<file path="config.mk">
export PLATFORM = sky130hd
export DESIGN_NAME = pc_sequencer
export DESIGN_NICKNAME = d
export VERILOG_FILES = /design/src/rtl/pc_sequencer.sv
export SDC_FILE = /design/constraint.sdc
export NUM_CORES = 1
export LEC_CHECK = 0
export ABC_CLOCK_PERIOD_IN_PS = 1900
export CORE_UTILIZATION = 35
export CTS_BUF_LIST = sky130_fd_sc_hd__clkbuf_8
export CTS_CLUSTER_DIAMETER = 100
export CTS_CLUSTER_SIZE = 16
export DETAILED_ROUTE_END_ITERATION = 7
export GPL_ROUTABILITY_DRIVEN = 0
export PLACE_DENSITY_LB_ADDON = 0.2
export REMOVE_ABC_BUFFERS = 1
export SLEW_MARGIN = 20
export SYNTH_ARGS = -nofsm -noshare
export SYNTH_HDL_FRONTEND = slang
export SYNTH_SLANG_ARGS = --single-unit
</file>
<file path="constraint.sdc">
create_clock -name ck -period 1.9 [get_ports ck]
set_input_delay 0.19 -clock ck [delete_from_list [all_inputs] [get_ports ck]]
set_output_delay 0.19 -clock ck [all_outputs]
set_load 0.01 [all_outputs]
</file>
<file path="src/rtl/pc_sequencer.sv">
// pc_sequencer: two-phase program-counter sequencer and kind gate for the 4-entry return stack.
// Define PCSEQ_SINGLE_STEP_EN to add the registered single-step input 'step'.
module pc_sequencer #(
  parameter int unsigned   AW       = 12,
  parameter logic [AW-1:0] RESET_PC = '0,
  parameter int unsigned   DEPTH    = 4,
  parameter int unsigned   TMO_CYC  = 15
) (
  input  logic          ck,
  input  logic          res,
  input  logic          run,
`ifdef PCSEQ_SINGLE_STEP_EN
  input  logic          step,
`endif
  input  logic          imem_rdy,
  input  logic [3:0]    kind,
  input  logic          cond,
  input  logic [AW-1:0] jmp_addr,
  input  logic [AW-1:0] stack_d,
  input  logic [2:0]    sp,
  output logic [AW-1:0] pc,
  output logic          fetch_req,
  output logic          ck2,
  output logic [AW-1:0] one_addr,
  output logic [3:0]    stk_kind,
  output logic          halted,
  output logic [1:0]    fault
);

  typedef enum logic [1:0] {IDLE, FETCH, EXEC, HALT} state_t;

  localparam logic [3:0] K_JMP    = 4'b0100;
  localparam logic [3:0] K_BR     = 4'b0101;
  localparam logic [3:0] K_JSB    = 4'b0110;
  localparam logic [3:0] K_RET    = 4'b0111;
  localparam logic [3:0] K_HLT    = 4'b1111;
  localparam logic [2:0] SP_FULL  = 3'(DEPTH);
  localparam logic [3:0] CNT_LAST = 4'(TMO_CYC - 1);

  state_t        state, state_nx;
  logic [AW-1:0] pc_nx, pc_inc;
  logic [3:0]    cnt, cnt_nx;
  logic [1:0]    fault_nx;
  logic          jsb_ovf, ret_unf, go;

`ifdef PCSEQ_SINGLE_STEP_EN
  logic step_q, step_qq;

  always_ff @(posedge ck) begin
    if (!res) begin
      step_q  <= 1'b0;
      step_qq <= 1'b0;
    end else begin
      step_q  <= step;
      step_qq <= step_q;
    end
  end

  // Step edges are only looked at in IDLE, so a step arriving mid-instruction is dropped.
  assign go = run | (step_q & ~step_qq);
`else
  assign go = run;
`endif

  assign pc_inc  = pc + AW'(1);
  assign jsb_ovf = (kind == K_JSB) && (sp >= SP_FULL);
  assign ret_unf = (kind == K_RET) && (sp == '0);

  always_ff @(posedge ck) begin
    if (!res) begin
      state <= IDLE;
      pc    <= RESET_PC;
      cnt   <= '0;
      fault <= '0;
    end else begin
      state <= state_nx;
      pc    <= pc_nx;
      cnt   <= cnt_nx;
      fault <= fault_nx;
    end
  end

  always_comb begin
    state_nx = state;
    pc_nx    = pc;
    cnt_nx   = cnt;
    fault_nx = fault;
    case (state)
      IDLE: begin
        cnt_nx = '0;
        if (go) state_nx = FETCH;
      end
      FETCH: begin
        if (imem_rdy) begin
          state_nx = EXEC;
          cnt_nx   = '0;
        end else begin
          cnt_nx = cnt + 4'd1;
          if (cnt == CNT_LAST) begin
            state_nx = HALT;
            fault_nx = 2'b11;
          end
        end
      end
      EXEC: begin
        if (jsb_ovf) begin
          state_nx = HALT;
          fault_nx = 2'b01;
        end else if (ret_unf) begin
          state_nx = HALT;
          fault_nx = 2'b10;
        end else if (kind == K_HLT) begin
          state_nx = HALT;
        end else begin
          state_nx = run ? FETCH : IDLE;
          case (kind)
            K_JMP, K_JSB: pc_nx = jmp_addr;
            K_BR:         pc_nx = cond ? jmp_addr : pc_inc;
            K_RET:        pc_nx = stack_d;
            default:      pc_nx = pc_inc;
          endcase
        end
      end
      HALT: state_nx = HALT;
      default: state_nx = IDLE;
    endcase
  end

  always_comb begin
    fetch_req = (state == FETCH);
    ck2       = (state != EXEC);
    halted    = (state == HALT);
    one_addr  = pc_inc;
    stk_kind  = (state == EXEC && !(jsb_ovf || ret_unf)) ? kind : '0;
  end

endmodule

</file>
==> Yosys cells after proc, flatten, opt, wreduce, memory -nomap -nowiden <==
Index checks and enable logic that the tools add are counted.
{ "word_totals": {"register_bits": 20, "output_inout_bits": 33} }
{ "classes": {"n_addsub": 2, "order_cmp": 1, "eq_ne": 15, "n_mux": 17, "bitwise_logic": 3, "reduce_logical": 13} }
{ "op_table": {"columns": ["op", "n"], "rows": [
  ["12-bit one-hot mux with 3 select lines", 1],
  ["2-bit 2-to-1 mux", 9],
  ["4-bit by 3-bit equality test with 1-bit output (second input constant)", 4],
  ["12-bit by 1-bit adder with 12-bit output (second input constant)", 1],
  ["12-bit 2-to-1 mux", 1],
  ["4-bit equality test (second input constant)", 2],
  ["4-bit 2-to-1 mux", 2],
  ["2-bit one-hot mux with 4 select lines", 1],
  ["4-bit one-hot mux with 2 select lines", 1],
  ["4-bit AND reduction", 2],
  ["2-bit inequality test (second input constant)", 3],
  ["4-bit by 1-bit adder with 4-bit output (second input constant)", 1],
  ["2-bit equality test (second input constant)", 2],
  ["2-bit one-hot mux with 2 select lines", 1],
  ["2-bit nonzero test", 2],
  ["3-bit >= comparator (second input constant)", 1],
  ["1-bit logical AND", 3],
  ["3-bit logical NOT", 1],
  ["3-bit by 2-bit inequality test with 1-bit output (second input constant)", 1],
  ["3-bit inequality test (second input constant)", 1],
  ["1-bit NOT", 3],
  ["2-bit by 1-bit equality test with 1-bit output (second input constant)", 1],
  ["2-bit logical NOT", 1],
  ["2-bit by 1-bit inequality test with 1-bit output (second input constant)", 1],
  ["5 further kinds", 5]
]} }

==> Depth between registers and ports, before layout <==
Gate-level depths: netlist of the first run.
{ "depth": {"ltp_word": 6, "mapped_depth": 6, "ltp_nobuf": 6} }

==> Worst setup path after synthesis of the first run <==
Ideal clock, no wire load.
{ "synth_path": {"path_kind": "register -> register", "start": "register pc[0]", "end": "register pc[10]", "arrival_time_ps": 1693, "required_ps": 1825, "path_slack_ps": 133, "path_stages_with_launch": 7, "synth_period_minus_slack_ps": 1767, "path_cell_list": "dfxtp_1 > ha_1 > clkbuf_1 > nand3_1 > or3_4 > o32a_1 > o22ai_1"} }
{ "synth_between": {"elab_chain_cells": 3} }
{ "synth_rtl": {"columns": ["element", "line_no", "text"], "rows": [
  ["start, declared", "21", "output logic [AW-1:0] pc,"],
  ["start signal, assigned", "77", "pc <= pc_nx;"],
  ["12-bit by 1-bit adder with 12-bit output (*)", "65", "assign pc_inc = pc + AW'(1);"],
  ["12-bit 2-to-1 mux", "118", "K_BR: pc_nx = cond ? jmp_addr : pc_inc;"],
  ["12-bit one-hot mux with 3 select lines (*)", "116", "case (kind)"]
]} }
Every way passes the cells marked *; elsewhere a longest branch is shown, timed or not.
A chain may end at the register's enable or synchronous reset.

==> Worst setup path after layout of the first run <==
{ "layout_path": {"start": "register pc[4]", "end": "output one_addr[6]"} }
{ "layout_between": {"elab_chain_cells": 1} }
{ "layout_rtl": {"columns": ["element", "line_no", "text"], "rows": [
  ["12-bit by 1-bit adder with 12-bit output", "65", null],
  ["end, declared", "24", "output logic [AW-1:0] one_addr,"]
]} }
No other way between the ends.

==> impl_metrics.py, run 1 <==
metrics = {
    "outcome": {
        "status": "finished clean",
    },
    "grt": {
        "grt_pass1_vias": 1820,
        "gr-total-overflow": 0,
        "antenna_found_initial": 0,
        "gr-usage-all-layers_pct": 24.0,
        "grt_max_degree": 13,
        "grt_pass1_wl_um": 8330,
    },
    "setup_path": {
        "end_kind": "output port",
        "path_max_fanout": 5,
        "criticalPathCategory": "flip-flop to output port",
        "path_cells": "buf_4 > nand3_1 > o21a_1 > or2_2 > dlygate4sd2_1",
        "critPathLaunch": "pc[4]$_SDFFE_PN0P_",
        "r2r_start": "pc[0]$_SDFFE_PN0P_",
        "crit_path_max_incr_delay_ns": 0.36,
        "required_ns": 1.71,
        "reg2reg_depth": 7,
        "slowest_stage": "dfxtp_2",
        "cp.arrival_ns": 1.63,
        "startpoint_type": "flip-flop",
    },
    "flow_run": {
        "maxCapViolCount": 0,
    },
    "cells_and_area": {
        "fillers": 358,
        "multi_input_area_um2": 1080,
        "regArea_um2": 414,
        "antenna_cells": 0,
        "drive_above_1_share_pct": 25.2,
        "num-nets-final": 346,
        "finalNonFillerCells": 356,
        "area.growth.synth_to_final_pct": 71.3,
    },
    "die": {
        "initial_core_util_pct": 37.3,
        "dieArea_um2": 4660,
        "rows": 23,
        "chipWidth_um": 68.2,
        "core_area_um2": 4120,
        "io_pins": 69,
        "die_y_um": 68.2,
    },
    "cts": {
        "cts_made_buffers": 3,
        "cts.sink_count": 20,
        "clock_path_buffers": 2,
        "h-tree-depth": 1,
        "cts_tree": "built",
        "clk_latency_ns": 0.26,
        "cts_root_buffer": "clkbuf_8",
        "clk_pin_slew_ns": 0.08,
    },
    "yosys": {
        "synth_top_area_cell": "dfxtp_1",
        "synth.avg_cell_area_um2": 7.60,
        "ys.flop_type": "dfxtp_1",
        "synth_area_leaders": "dfxtp_1 26%, nand3_1 5.2%, nand2_1 5.1%",
        "ys_async_sr_fraction_pct": 0,
        "ys_warn_count": 0,
        "synth_area_um2": 1540,
        "synth-edff-count": 0,
        "synth_seq_cells": 20,
        "ys_seq_area_share_pct": 26.1,
        "synthCells": 202,
        "yosys.cell_types.count": 47,
        "synth_top_area_share_pct": 26.1,
    },
    "sta": {
        "fin_skew_ns": 0.00201,
        "worst_pin_slew_ns": 0.547,
        "rsz0062_at_grt": "false",
        "maxSlewHeadroom_pct": 63.4,
        "fmax_ghz": 0.548,
        "post-route-min-period_ns": 1.82,
        "fin_crit_sh_pct": 96.0,
        "hold_viol": 0,
        "setup_viol": 0,
        "drv_slew": 0,
    },
    "detailed_routing": {
        "ant_nets": 0,
        "drt-initial-drc-count": 71,
        "vias_per_cell": 5.50,
        "drc": 0,
        "wl_per_cell_um": 14.9,
        "vias": 1957,
        "firstDrtPassIters": 4,
        "wirelength_um": 5320,
    },
    "min_path": {
        "hold_depth": 2,
        "min-delay-start": "fault[1]$_SDFFE_PN0P_",
        "hp-class": "flip-flop to flip-flop",
    },
    "placement": {
        "place_inst": 350,
        "io_buffer_count": 68,
        "dpl.hpwl_um": 4100,
    },
    "power_and_ir_drop": {
        "power_density_nw_per_um2": 438,
        "peakVddDrop_mv": 0.341,
        "power_leakage_nw": 1.10,
        "total_power_mw": 1.15,
    },
}
==> path summary, 6_finish.rpt <==
path / end / slack, ns
min reg2reg: fault[1]$_SDFFE_PN0P_ / 0.47
min: fault[1]$_SDFFE_PN0P_ / 0.47
max reg2reg: pc[10]$_SDFFE_PN0P_ / 0.17
max: one_addr[6] / 0.08
==> where the power goes <==
group	switching (mW)	internal, mW
registers	0.0176	0.436
clock network	0.149	0.185
logic	0.157	0.208
==> critical path, delay by kind of cell (launching register included) <==
family / cells / cell delay (ns)
buffers and inverters: 2 / 0.43
and+or+nand+nor: 2 / 0.39
DFF: 1 / 0.36
AOI/OAI and AO/OA: 1 / 0.20
==> per-layer routing <==
layer  track usage (%)  share of wire (%)
met5                 0                  0
met4              7.03                2.1
met3              4.33                4.3
met2              41.4                 49
met1              30.0                 45
==> per-stage QoR <==
step	hold WS, ns	TNS, ns	worst slack [ns]	instance area (um2)	utilization, %
after floorplan	0.302	0	0.221	1480	-
after global placement	0.454	-0.385	-0.0723	2540	61.8
after detailed placement	0.460	-1.13	-0.146	2540	61.8
after CTS	0.475	-0.0281	-0.0137	2630	64.0
after global routing	0.493	0	0.00848	2630	63.9
final	0.468	0	0.0756	2630	63.9
==> final cells by class <==
type                    count  share of cell area, %
flip-flops and latches     20                   15.7
inverters                   7                  0.999
repair buffers            113                   37.8
multi-input cells         162                   41.0
clock buffers               4                   2.09
well taps                  50                   2.38
==> timing repair <==
action,4_1_cts,5_1_grt
endpoints found under the setup margin,13,8
hold buffers,0,0
hold endpoints to repair,0,0
buffers inserted,2,0
gates resized for setup,29,12
pin swaps,0,1
==> placed cells by master (no fill, tap or decap), types with 5 or more instances in the layout <==
cell,synthesis,final
clkdlybuf4s50_1,0,54
buf_4,1,43
nand2_1,21,21
nand3_1,16,16
a21oi_1,13,13
dfxtp_1,20,13
o21ai_0,9,9
nor3_1,8,8
a21o_1,8,8
a311oi_1,8,8
dlygate4sd2_1,0,8
inv_1,7,7
and2_1,7,7
and3_1,7,7
or2_2,5,5
nor2_1,5,5
dfxtp_2,0,5
==> state kept, by name (all words and copies together), names as in the netlist <==
register  count
pc           12
fault         2
cnt           4
state         2
==> Yosys cell counts (3+ instances only) <==
cell type   n
a211oi_1    3
a21o_1      8
a21oi_1    13
a311oi_1    8
a31oi_1     3
and2_1      7
and3_1      7
buf_2       5
clkbuf_1    7
dfxtp_1    20
ha_1        3
inv_1       7
nand2_1    21
nand2b_1    3
nand3_1    16
nor2_1      5
nor2b_1     3
nor3_1      8
o21a_1      4
o21ai_0     9
or2_2       5
xnor2_1     4
==> cells by family (layout without fill, tap and decap cells) <==
kind of cell | count (synthesis) | count (layout) | share of synthesized area [%]
and+or+nand+nor | 86 | 86 | 31.1
AOI/OAI and AO/OA | 67 | 67 | 31.5
DFF | 20 | 20 | 26.1
buffers and inverters | 20 | 124 | 5.54
xor gates and xnor gates | 6 | 6 | 3.42
adders and majority gates | 3 | 3 | 2.45
Power figures use the tool's default switching activity.
==> inputs of run 2 (changes only) <==
--- a/config.mk
+++ b/config.mk
@@ -5,13 +5,12 @@
 export SDC_FILE = /design/constraint.sdc
 export NUM_CORES = 1
 export LEC_CHECK = 0
-export ABC_CLOCK_PERIOD_IN_PS = 1900
+export ABC_CLOCK_PERIOD_IN_PS = 2000
 export CORE_UTILIZATION = 35
 export CTS_BUF_LIST = sky130_fd_sc_hd__clkbuf_8
 export CTS_CLUSTER_DIAMETER = 100
 export CTS_CLUSTER_SIZE = 16
 export DETAILED_ROUTE_END_ITERATION = 7
-export GPL_ROUTABILITY_DRIVEN = 0
 export PLACE_DENSITY_LB_ADDON = 0.2
 export REMOVE_ABC_BUFFERS = 1
 export SLEW_MARGIN = 20
==> constraint.sdc (replaced) <==
create_clock -name ck -period 2 [get_ports ck]
set_input_delay 0.2 -clock ck [delete_from_list [all_inputs] [get_ports ck]]
set_output_delay 0.2 -clock ck [all_outputs]
set_load 0.01 [all_outputs]
==> impl_metrics.py, run 2 (synthesized netlist as in run 1, its figures left out) <==
metrics = {
    "outcome": {
        "status": "finished clean",
    },
    "cts": {
        "cts_root_buffer": "clkbuf_8",
        "clk_latency_ns": 0.27,
        "clk_pin_slew_ns": 0.09,
        "cts.sink_count": 20,
        "clock_path_buffers": 2,
        "ctsHoldBuffers": 0,
        "h-tree-depth": 1,
        "cts_tree": "built",
        "cts_made_buffers": 3,
    },
    "cells_and_area": {
        "antenna_cells": 0,
        "fillers": 378,
        "largestRegisters": "pc: 12 flops, cnt: 4 flops",
        "drive_above_1_share_pct": 21.5,
        "postLayoutCoreUtil_pct": 64.1,
        "final_cell_mix": "56 x clkdlybuf4s50_1, 35 x buf_4, 21 x nand2_1, 16 x nand3_1, 16 x dfxtp_1",
        "num-nets-final": 338,
        "top_register": "pc",
        "finalNonFillerCells": 348,
        "largest_register_ffs": 12,
        "area.growth.synth_to_final_pct": 71.7,
        "final_common_cell": "clkdlybuf4s50_1",
    },
    "placement": {
        "gp_congestion": 0.860,
        "dpl.hpwl_um": 4000,
        "place_inst": 342,
        "io_buffer_count": 68,
    },
    "sta": {
        "rsz0062_at_grt": "true",
        "worst_pin_slew_ns": 0.533,
        "fin_skew_ns": 0.0115,
        "drv_slew": 0,
        "hold_viol": 0,
        "maxSlewHeadroom_pct": 64.4,
        "whs_ns": 0.477,
        "fmax_ghz": 0.506,
        "post-route-min-period_ns": 1.98,
        "fin_crit_sh_pct": 98.8,
        "setup_viol": 0,
    },
    "setup_path": {
        "reg2reg_slack_ns": 0.17,
        "reg2reg_depth": 7,
        "path_max_fanout": 6,
        "slowest_stage": "dfxtp_2",
        "end_kind": "output port",
        "critPathCapture": "one_addr[7]",
        "required_ns": 1.80,
        "path_cells": "buf_4 > nand3_2 > buf_6 > o21a_1 > or2_2 > dlygate4sd2_1",
        "cp.arrival_ns": 1.78,
        "r2r_start": "pc[0]$_SDFFE_PN0P_",
        "timing.rr.end": "pc[10]$_SDFFE_PN0P_",
        "critPathLaunch": "pc[1]$_SDFFE_PN0P_",
        "startpoint_type": "flip-flop",
        "crit_path_max_incr_delay_ns": 0.36,
        "criticalPathCategory": "flip-flop to output port",
    },
    "die": {
        "chipWidth_um": 68.2,
        "initial_core_util_pct": 37.3,
        "die_y_um": 68.2,
        "core_area_um2": 4120,
        "rows": 23,
        "io_pins": 69,
        "dieArea_um2": 4660,
    },
    "grt": {
        "grt_pass1_vias": 1827,
        "gr-usage-all-layers_pct": 24.2,
        "grt_max_degree": 13,
        "grt_pass1_wl_um": 8490,
        "gr-total-overflow": 0,
        "antenna_found_initial": 0,
    },
    "detailed_routing": {
        "drt-initial-drc-count": 76,
        "firstDrtPassIters": 4,
        "vias": 1950,
        "drc": 0,
        "vias_per_cell": 5.60,
        "ant_nets": 0,
        "wirelength_um": 5360,
        "wl_per_cell_um": 15.4,
    },
    "power_and_ir_drop": {
        "peakVddDrop_mv": 0.542,
        "power_frac_comb_pct": 29.1,
        "power_leakage_nw": 1.12,
        "power_density_nw_per_um2": 453,
        "switching_share_pct": 26.3,
        "clkPwrFrac_pct": 34.8,
        "p_int_uw": 880,
        "p_seq_share_pct": 36.1,
        "p_sw_uw": 314,
    },
    "min_path": {
        "hp-class": "flip-flop to flip-flop",
    },
    "flow_run": {
        "maxCapViolCount": 0,
    },
}
-- run 2: changes by cell type in the layout (fill, tap and decap cells not counted), sizes merged --
cell	delta
dlymetal6s2s	+4
clkdlybuf4s15	+2
buf	-8
dlygate4sd2	-4
clkdlybuf4s50	+2
bufinv	+1
clkbuf	-5
-- run 2: what timing repair did --
item / CTS / global route
resized for setup: 13 / 17
endpoints found under the setup margin: 9 / 10
buffers inserted: 1 / 1
-- run 2: final cells by class --
cell class	count	area [um2]	share of cell area, %
Clock buffer	3	41.3	1.57
Clock inverter	1	30.0	1.14
Inverter	7	26.3	0.997
Multi-Input combinational cell	162	1090	41.4
Sequential cell	20	408	15.5
Tap cell	50	62.6	2.37
Timing Repair Buffer	105	977	37.1
-- run 2: power by group through the flow --
| stage | combinational, mW | clock, mW | sequential (mW) |
|---|---|---|---|
| finish | 0.347 | 0.415 | 0.431 |
| global route | 0.375 | 0.438 | 0.434 |
| CTS | 0.344 | 0.417 | 0.430 |
| detailed placement | 0.345 | 0 | 0.438 |
| global placement | 0.342 | 0 | 0.438 |
| floorplan | 0.118 | 0 | 0.449 |
-- run 2: worst min path at each step --
stage | endpoint | slack [ns] | from | cells past startpoint
after floorplan | state[0]$_SDFFE_PN0P_ | 0.31 | imem_rdy | 1
after global placement | fault[1]$_SDFFE_PN0P_ | 0.46 | fault[1]$_SDFFE_PN0P_ | 2
after detailed placement | fault[1]$_SDFFE_PN0P_ | 0.47 | fault[1]$_SDFFE_PN0P_ | 2
after CTS | fault[1]$_SDFFE_PN0P_ | 0.48 | fault[1]$_SDFFE_PN0P_ | 2
after global routing | fault[1]$_SDFFE_PN0P_ | 0.51 | fault[1]$_SDFFE_PN0P_ | 2
final | fault[1]$_SDFFE_PN0P_ | 0.48 | fault[1]$_SDFFE_PN0P_ | 2
-- run 2: critical path: cells and delay by family, from the launching register on --
kind | cells | cell delay [ns]
buffers and inverters | 3 | 0.57
AO/OA/AOI/OAI | 1 | 0.18
AND/OR/NAND/NOR | 2 | 0.40
flip-flops | 1 | 0.36
-- run 2: per-stage QoR --
step	TNS, ns	area (um2)	worst slack (ns)	total power [mW]
after floorplan	0	1480	0.321	0.567
after global placement	0	2490	0.0314	0.780
after detailed placement	-0.0107	2490	-0.0107	0.783
after CTS	-0.123	2580	-0.0955	1.19
after global routing	-0.0275	2640	-0.0238	1.25
final	0	2640	0.0239	1.19
-- run 2: layer usage --
metal	track usage (%)	vias to the layer above	routed length, um
met3	4.33	4	273
li1	-	950	-
met2	40.4	65	2720
met5	0	-	0
met1	31.4	931	2330
met4	6.51	0	32
==> inputs of run 3 (changes only) <==
--- a/config.mk
+++ b/config.mk
@@ -5,7 +5,6 @@
 export SDC_FILE = /design/constraint.sdc
 export NUM_CORES = 1
 export LEC_CHECK = 0
-export ABC_CLOCK_PERIOD_IN_PS = 2000
 export CORE_UTILIZATION = 35
 export CTS_BUF_LIST = sky130_fd_sc_hd__clkbuf_8
 export CTS_CLUSTER_DIAMETER = 100
==> results of run 3 <==
No change in the layout: final DEF, timing and power equal those of run 2.
